$ cat src/rtl/main.sv
// Serial-loaded fixed-point linear-regression trainer.
// A bit-serial stream fills a sample table (target plus up to MAX_FEATURES
// features per row, signed Q8.8). The block then runs stochastic gradient
// descent over rows 0..N for E epochs and raises done_ when it finishes.
// The trained weights live in the 'weights' array and are read hierarchically.
module main #(
  parameter int ADDR_WIDTH   = 12,
  parameter int MAX_FEATURES = 15,
  parameter int DATA_WIDTH   = 16 * (MAX_FEATURES + 1),
  parameter int DEPTH        = 1024,
  parameter int LENGTH       = 16
) (
  input  logic                  CLK,
  input  logic                  RST,
  input  logic                  S,
  input  logic [3:0]            feat,
  input  logic [7:0]            epoch,
  input  logic [ADDR_WIDTH-1:0] data_points,
  input  logic [3:0]            learn_rate,
  output logic                  done_
);

  localparam int ROW_AW = $clog2(DEPTH);
  localparam int TERM_W = 4;
  localparam int BIT_W  = $clog2(LENGTH);
  localparam int OFF_W  = $clog2(DATA_WIDTH);

  localparam logic signed [31:0] SAT_MAX = (32'sd1 <<< (LENGTH - 1)) - 32'sd1;
  localparam logic signed [31:0] SAT_MIN = -(32'sd1 <<< (LENGTH - 1));

  typedef enum logic [2:0] {
    LOAD = 3'd0,
    MAC  = 3'd1,
    ERR  = 3'd2,
    UPD  = 3'd3,
    DONE = 3'd4
  } state_t;

  state_t state;
  state_t state_next;

  // Sample table: one row per sample, word 0 is the target, word k is feature k.
  logic [DATA_WIDTH-1:0] mem [DEPTH];

  // Trained weights: index 0 is the bias, 1..F the feature weights.
  logic signed [LENGTH-1:0] weights [MAX_FEATURES+1];

  // Serial loader state.
  logic [LENGTH-2:0]     shreg;
  logic [BIT_W-1:0]      bit_cnt;
  logic [TERM_W-1:0]     word_idx;
  logic                  load_done;

  // Training state.
  logic [ADDR_WIDTH-1:0] row;
  logic [TERM_W-1:0]     term_idx;
  logic [7:0]            epoch_cnt;
  logic signed [31:0]    acc;
  logic signed [LENGTH-1:0] err;

  // Datapath helpers.
  logic [ROW_AW-1:0]        row_addr;
  logic [DATA_WIDTH-1:0]    row_data;
  logic [OFF_W-1:0]         rd_off;
  logic [OFF_W-1:0]         wr_off;
  logic [TERM_W-1:0]        wr_word;
  logic signed [LENGTH-1:0] x_cur;
  logic signed [LENGTH-1:0] y_cur;
  logic signed [LENGTH-1:0] w_cur;
  logic signed [LENGTH-1:0] w_new;
  logic signed [LENGTH-1:0] err_next;
  logic signed [31:0]       mac_prod;
  logic signed [31:0]       upd_prod;
  logic signed [31:0]       upd_step;

  logic last_term;
  logic last_row;
  logic last_epoch;
  logic bit_last;

  // Clamp a 32-bit signed value into the signed word range.
  function automatic logic signed [LENGTH-1:0] sat(input logic signed [31:0] v);
    logic signed [LENGTH-1:0] r;
    if (v > SAT_MAX) begin
      r = SAT_MAX[LENGTH-1:0];
    end else if (v < SAT_MIN) begin
      r = SAT_MIN[LENGTH-1:0];
    end else begin
      r = v[LENGTH-1:0];
    end
    return r;
  endfunction

  assign row_addr   = row[ROW_AW-1:0];
  assign last_term  = (term_idx == feat);
  assign last_row   = (row == data_points);
  assign last_epoch = ((epoch_cnt + 8'd1) == epoch);
  assign bit_last   = (bit_cnt == BIT_W'(LENGTH - 1));

  // Words arrive highest index first, so the k-th word of a row lands in slot F-k.
  assign wr_word = feat - word_idx;
  assign wr_off  = OFF_W'(wr_word * LENGTH);
  assign rd_off  = OFF_W'(term_idx * LENGTH);

  // Arithmetic for the current term: MAC product, error and weight update.
  always_comb begin
    row_data = mem[row_addr];
    x_cur    = row_data[rd_off +: LENGTH];
    y_cur    = row_data[LENGTH-1:0];
    w_cur    = weights[term_idx];
    mac_prod = 32'(w_cur) * 32'(x_cur);
    upd_prod = 32'(err) * 32'(x_cur);
    if (term_idx == '0) begin
      upd_step = 32'(err) >>> learn_rate;
    end else begin
      upd_step = (upd_prod >>> 8) >>> learn_rate;
    end
    w_new    = sat(32'(w_cur) - upd_step);
    err_next = sat(acc - 32'(y_cur));
  end

  // State register; reset always restarts at loading.
  always_ff @(posedge CLK) begin
    if (RST) begin
      state <= LOAD;
    end else begin
      state <= state_next;
    end
  end

  // Next-state logic: load, then MAC/ERR/UPD per sample until the last epoch.
  always_comb begin
    state_next = state;
    case (state)
      LOAD: begin
        if (load_done) begin
          state_next = (epoch == 8'd0) ? DONE : MAC;
        end
      end
      MAC: begin
        if (last_term) begin
          state_next = ERR;
        end
      end
      ERR: begin
        state_next = UPD;
      end
      UPD: begin
        if (last_term) begin
          state_next = (last_row && last_epoch) ? DONE : MAC;
        end
      end
      DONE: begin
        state_next = DONE;
      end
      default: begin
        state_next = LOAD;
      end
    endcase
  end

  // Registered completion flag, raised on the edge that enters DONE.
  always_ff @(posedge CLK) begin
    if (RST) begin
      done_ <= 1'b0;
    end else begin
      done_ <= (state_next == DONE);
    end
  end

  // Sample table write port; contents deliberately survive reset.
  always_ff @(posedge CLK) begin
    if (!RST && state == LOAD && !load_done && bit_last) begin
      mem[row_addr][wr_off +: LENGTH] <= {S, shreg};
    end
  end

  // Counters, accumulator, error and weights for loading and training.
  always_ff @(posedge CLK) begin
    if (RST) begin
      shreg     <= '0;
      bit_cnt   <= '0;
      word_idx  <= '0;
      load_done <= 1'b0;
      row       <= '0;
      term_idx  <= '0;
      epoch_cnt <= '0;
      acc       <= '0;
      err       <= '0;
      for (int k = 0; k <= MAX_FEATURES; k++) begin
        weights[k] <= '0;
      end
    end else begin
      case (state)
        LOAD: begin
          if (load_done) begin
            load_done <= 1'b0;
          end else begin
            shreg   <= {S, shreg[LENGTH-2:1]};
            bit_cnt <= bit_cnt + BIT_W'(1);
            if (bit_last) begin
              if (word_idx == feat) begin
                word_idx <= '0;
                if (last_row) begin
                  row       <= '0;
                  load_done <= 1'b1;
                end else begin
                  row <= row + ADDR_WIDTH'(1);
                end
              end else begin
                word_idx <= word_idx + TERM_W'(1);
              end
            end
          end
        end
        MAC: begin
          if (term_idx == '0) begin
            acc <= 32'(w_cur);
          end else begin
            acc <= acc + (mac_prod >>> 8);
          end
          term_idx <= last_term ? '0 : term_idx + TERM_W'(1);
        end
        ERR: begin
          err <= err_next;
        end
        UPD: begin
          weights[term_idx] <= w_new;
          if (last_term) begin
            term_idx <= '0;
            if (last_row) begin
              row       <= '0;
              epoch_cnt <= epoch_cnt + 8'd1;
            end else begin
              row <= row + ADDR_WIDTH'(1);
            end
          end else begin
            term_idx <= term_idx + TERM_W'(1);
          end
        end
        default: begin
        end
      endcase
    end
  end

endmodule

$ cat config.mk
export PLATFORM = sky130hd
export DESIGN_NAME = main
export DESIGN_NICKNAME = d
export VERILOG_FILES = /design/src/rtl/main.sv
export SDC_FILE = /design/constraint.sdc
export NUM_CORES = 1
export LEC_CHECK = 0
export BUFFER_PORTS_ARGS = -buffer_cell sky130_fd_sc_hd__buf_2
export CAP_MARGIN = 20
export CORE_MARGIN = 4
export CORE_UTILIZATION = 34
export DETAILED_ROUTE_END_ITERATION = 8
export PLACE_DENSITY = 0.56
export SKIP_CTS_REPAIR_TIMING = 1
export SYNTH_ARGS = -nofsm -noshare
export SYNTH_HDL_FRONTEND = slang
export SYNTH_SLANG_ARGS = --single-unit
$ cat constraint.sdc
create_clock -name CLK -period 1.9 [get_ports CLK]
set_input_delay 0.285 -clock CLK [delete_from_list [all_inputs] [get_ports CLK]]
set_output_delay 0.285 -clock CLK [all_outputs]
set_load 0.01 [all_outputs]
==> out/metrics.cfg <==
[layout]
fillCellCount=603
finish.utilization_pct=49.9
areaGrowthSynthToFinish_pct=39.0
diodes=0
drive_gt1_share_pct=36.9
nNetsFinal=363

[power]
ir_worst_vdd_mv=0.357
p_clk_share_pct=37.0
power_density_nw_per_um2=476
p_comb_share_pct=8.7
swShare_pct=24.5
p_sw_w=0.000355
cellLeakagePower_nw=1.19
seqPwrFrac_pct=54.3
internal_power_w=0.00109

[floorplan]
die-area_um2=7780
initial_core_util_pct=35.9
coreArea_um2=6100
rows=28
die_w_um=88.2
die_y_um=88.2
pin_count=32

[critical_path]
crit_slowest_cell=or4_4
worstSetupPathType=flip-flop to flip-flop
cp.arrival_ps=2140
crit_chain=xor2_4, nor4_4, buf_4, nand3_4, buf_6, or4_4, a21oi_2
cpPeakStageDelay_ps=520
critPathCaptureType=flip-flop
critPathMaxFanout=5
required_ps=2130
r2r_cells=7
cp-start-kind=flip-flop

[place]
dp_hpwl_mm=3.81
portBuffers=26
finalWeightedCongestion=0.820

[synthesis]
synthTopCellsByArea=dfxtp_1 34%, xor2_1 12%, a21oi_1 6.0%
async_reset_ff_share_pct=0
netlist_instances=260
yosysWarnings=0
ys.flop_type=dfxtp_1
synth_common_cells=37 x dfxtp_1, 29 x xor2_1, 26 x a21oi_1
yosys.area.top_type=dfxtp_1
synth_cell_types=42
synth_fp_nets=296
synth.most_common_cell=dfxtp_1
syn_area_per_cell_um2=8.41
ys_ff_latch=37
synth_edf_count=0
ys_seq_area_share_pct=33.9
synth_area_um2=2190
synth.top_cell.area_share_pct=33.9

[job]
max-cap-violations=0

[timing]
setup_tns_ps=-9.82
rsz0062_at_grt=yes
tightest_slew_ps=492
fin_skew_ps=3.40
finalSetupViolCount=1
finalHoldViolCount=0
finalCritPeriodShare_pct=101
setup_ws_ps=-9.82
relSlewSlack_pct=66.9
period_needed_ps=1910
drv_slew=0
fmax_mhz=524

[global_routing]
first_global_vias=2018
grt_pass1_wl_mm=8.80
grt_usage_pct=14.0
grt_max_degree=18
antenna_found_initial=0
overflow=0

[drt]
wire_per_inst_um=13.4
drt_iter0_markers=83
wl_met2_mm=2.53
first_pass_iters=4
topRoutingLayerUsed=met4
met3_wirelength_um=194
via_per_inst=5.31
wl_mm=5.42
vias=2139
route.detailed.drc=0
met1_length_mm=2.58
drtAntennaViolNets=0

[cts]
cts-root-buf=clkbuf_8
insertion_delay_ps=290
clockBufferDepth=2
cts.sinks=37
cts_buffers=5
h-tree-depth=2
clkTransAtPathRegs_ps=70
cts_tree=done

[status]
failed_checks=setup timing
outcome=complete, but fails checks

[min_path]
hold-path-cell-count=2
hold_path.class=primary input to flip-flop

-- final cells by class --
cell class              instances  area [um^2]  share of cell area, %
repair buffers                 74          514                   16.9
inverters                       3         11.3                  0.371
clock buffers                   6         72.6                   2.39
well taps                      75         93.8                   3.09
multi-input cells             206         1590                   52.4
flip-flops and latches         37          746                   24.5
clock inverters                 2         10.0                  0.329
-- placed cells by master, fill, tap and decap left out, types with 7 or more instances in the layout --
cell type | Yosys | layout
or3_1 | 11 | 8
dfxtp_1 | 37 | 35
a21oi_2 | 0 | 12
a21oi_1 | 26 | 14
nand2_1 | 14 | 14
xor2_1 | 29 | 27
o21ai_1 | 11 | 11
buf_6 | 0 | 7
nand3_1 | 11 | 10
nand4_1 | 7 | 7
buf_2 | 6 | 27
nor2_1 | 16 | 16
buf_4 | 1 | 40
-- through the flow --
| step | area, um^2 | instances | setup slack [ps] | hold slack [ps] | total power (W) |
|---|---|---|---|---|---|
| finish | 3040 | 403 | -9.82 | 314 | 0.00145 |
| global route | 3040 | 403 | -69.2 | 333 | 0.00151 |
| CTS | 2740 | 395 | -31.6 | 321 | 0.00145 |
| detailed placement | 2660 | 387 | -72.6 | 499 | 0.000913 |
| global placement | 2660 | 387 | -64.2 | 489 | 0.000911 |
| floorplan | 2200 | 260 | 5.29 | 464 | 0.000861 |
-- worst paths after layout --
check	slack, ps	endpoint	start
worst max-delay path	-10	epoch_cnt[2]	term_idx[2]
worst min-delay path	310	term_idx[2]	RST
worst max register to register	-10	epoch_cnt[2]	term_idx[2]
worst min register to register	510	word_idx[3]	word_idx[3]
-- cells by family after synthesis --
family | Yosys count | share of synthesized area, %
XOR/XNOR | 34 | 13.6
adder cells (fa/ha/maj) | 5 | 2.86
flip-flops | 37 | 33.9
multiplexers | 2 | 0.973
buffers and inverters | 17 | 3.43
AND/OR/NAND/NOR | 99 | 26.8
AO/OA/AOI/OAI | 66 | 18.4
-- critical path, delay by kind of cell (launching register included) --
family | cells | cell delay, ps
AO/OA/AOI/OAI | 1 | 110
XOR/XNOR | 1 | 150
buffers and inverters | 2 | 310
flip-flops | 1 | 360
AND/OR/NAND/NOR | 3 | 910
-- state kept, by name, indices dropped and copies added, names as in the netlist --
register,flops
done_,1
term_idx,4
bit_cnt,4
word_idx,4
row,12
epoch_cnt,8
load_done,1
state,3
-- routing by layer --
metal	up-vias	track usage [%]
met5	-	0
met4	0	5.08
met3	9	2.92
met2	32	23.5
met1	1004	17.8
li1	1094	-
-- power by group through the flow --
stage / clock [W] / combinational [W] / sequential, W
4_1_cts: 0.000558 / 0.000110 / 0.000786
5_1_grt: 0.000585 / 0.000140 / 0.000785
6_report: 0.000535 / 0.000126 / 0.000784
2_1_floorplan: 0 / 0.0000586 / 0.000803
3_3_place_gp: 0 / 0.000107 / 0.000804
3_5_place_dp: 0 / 0.000109 / 0.000804
No activity file was read; power rests on OpenSTA's default activity.
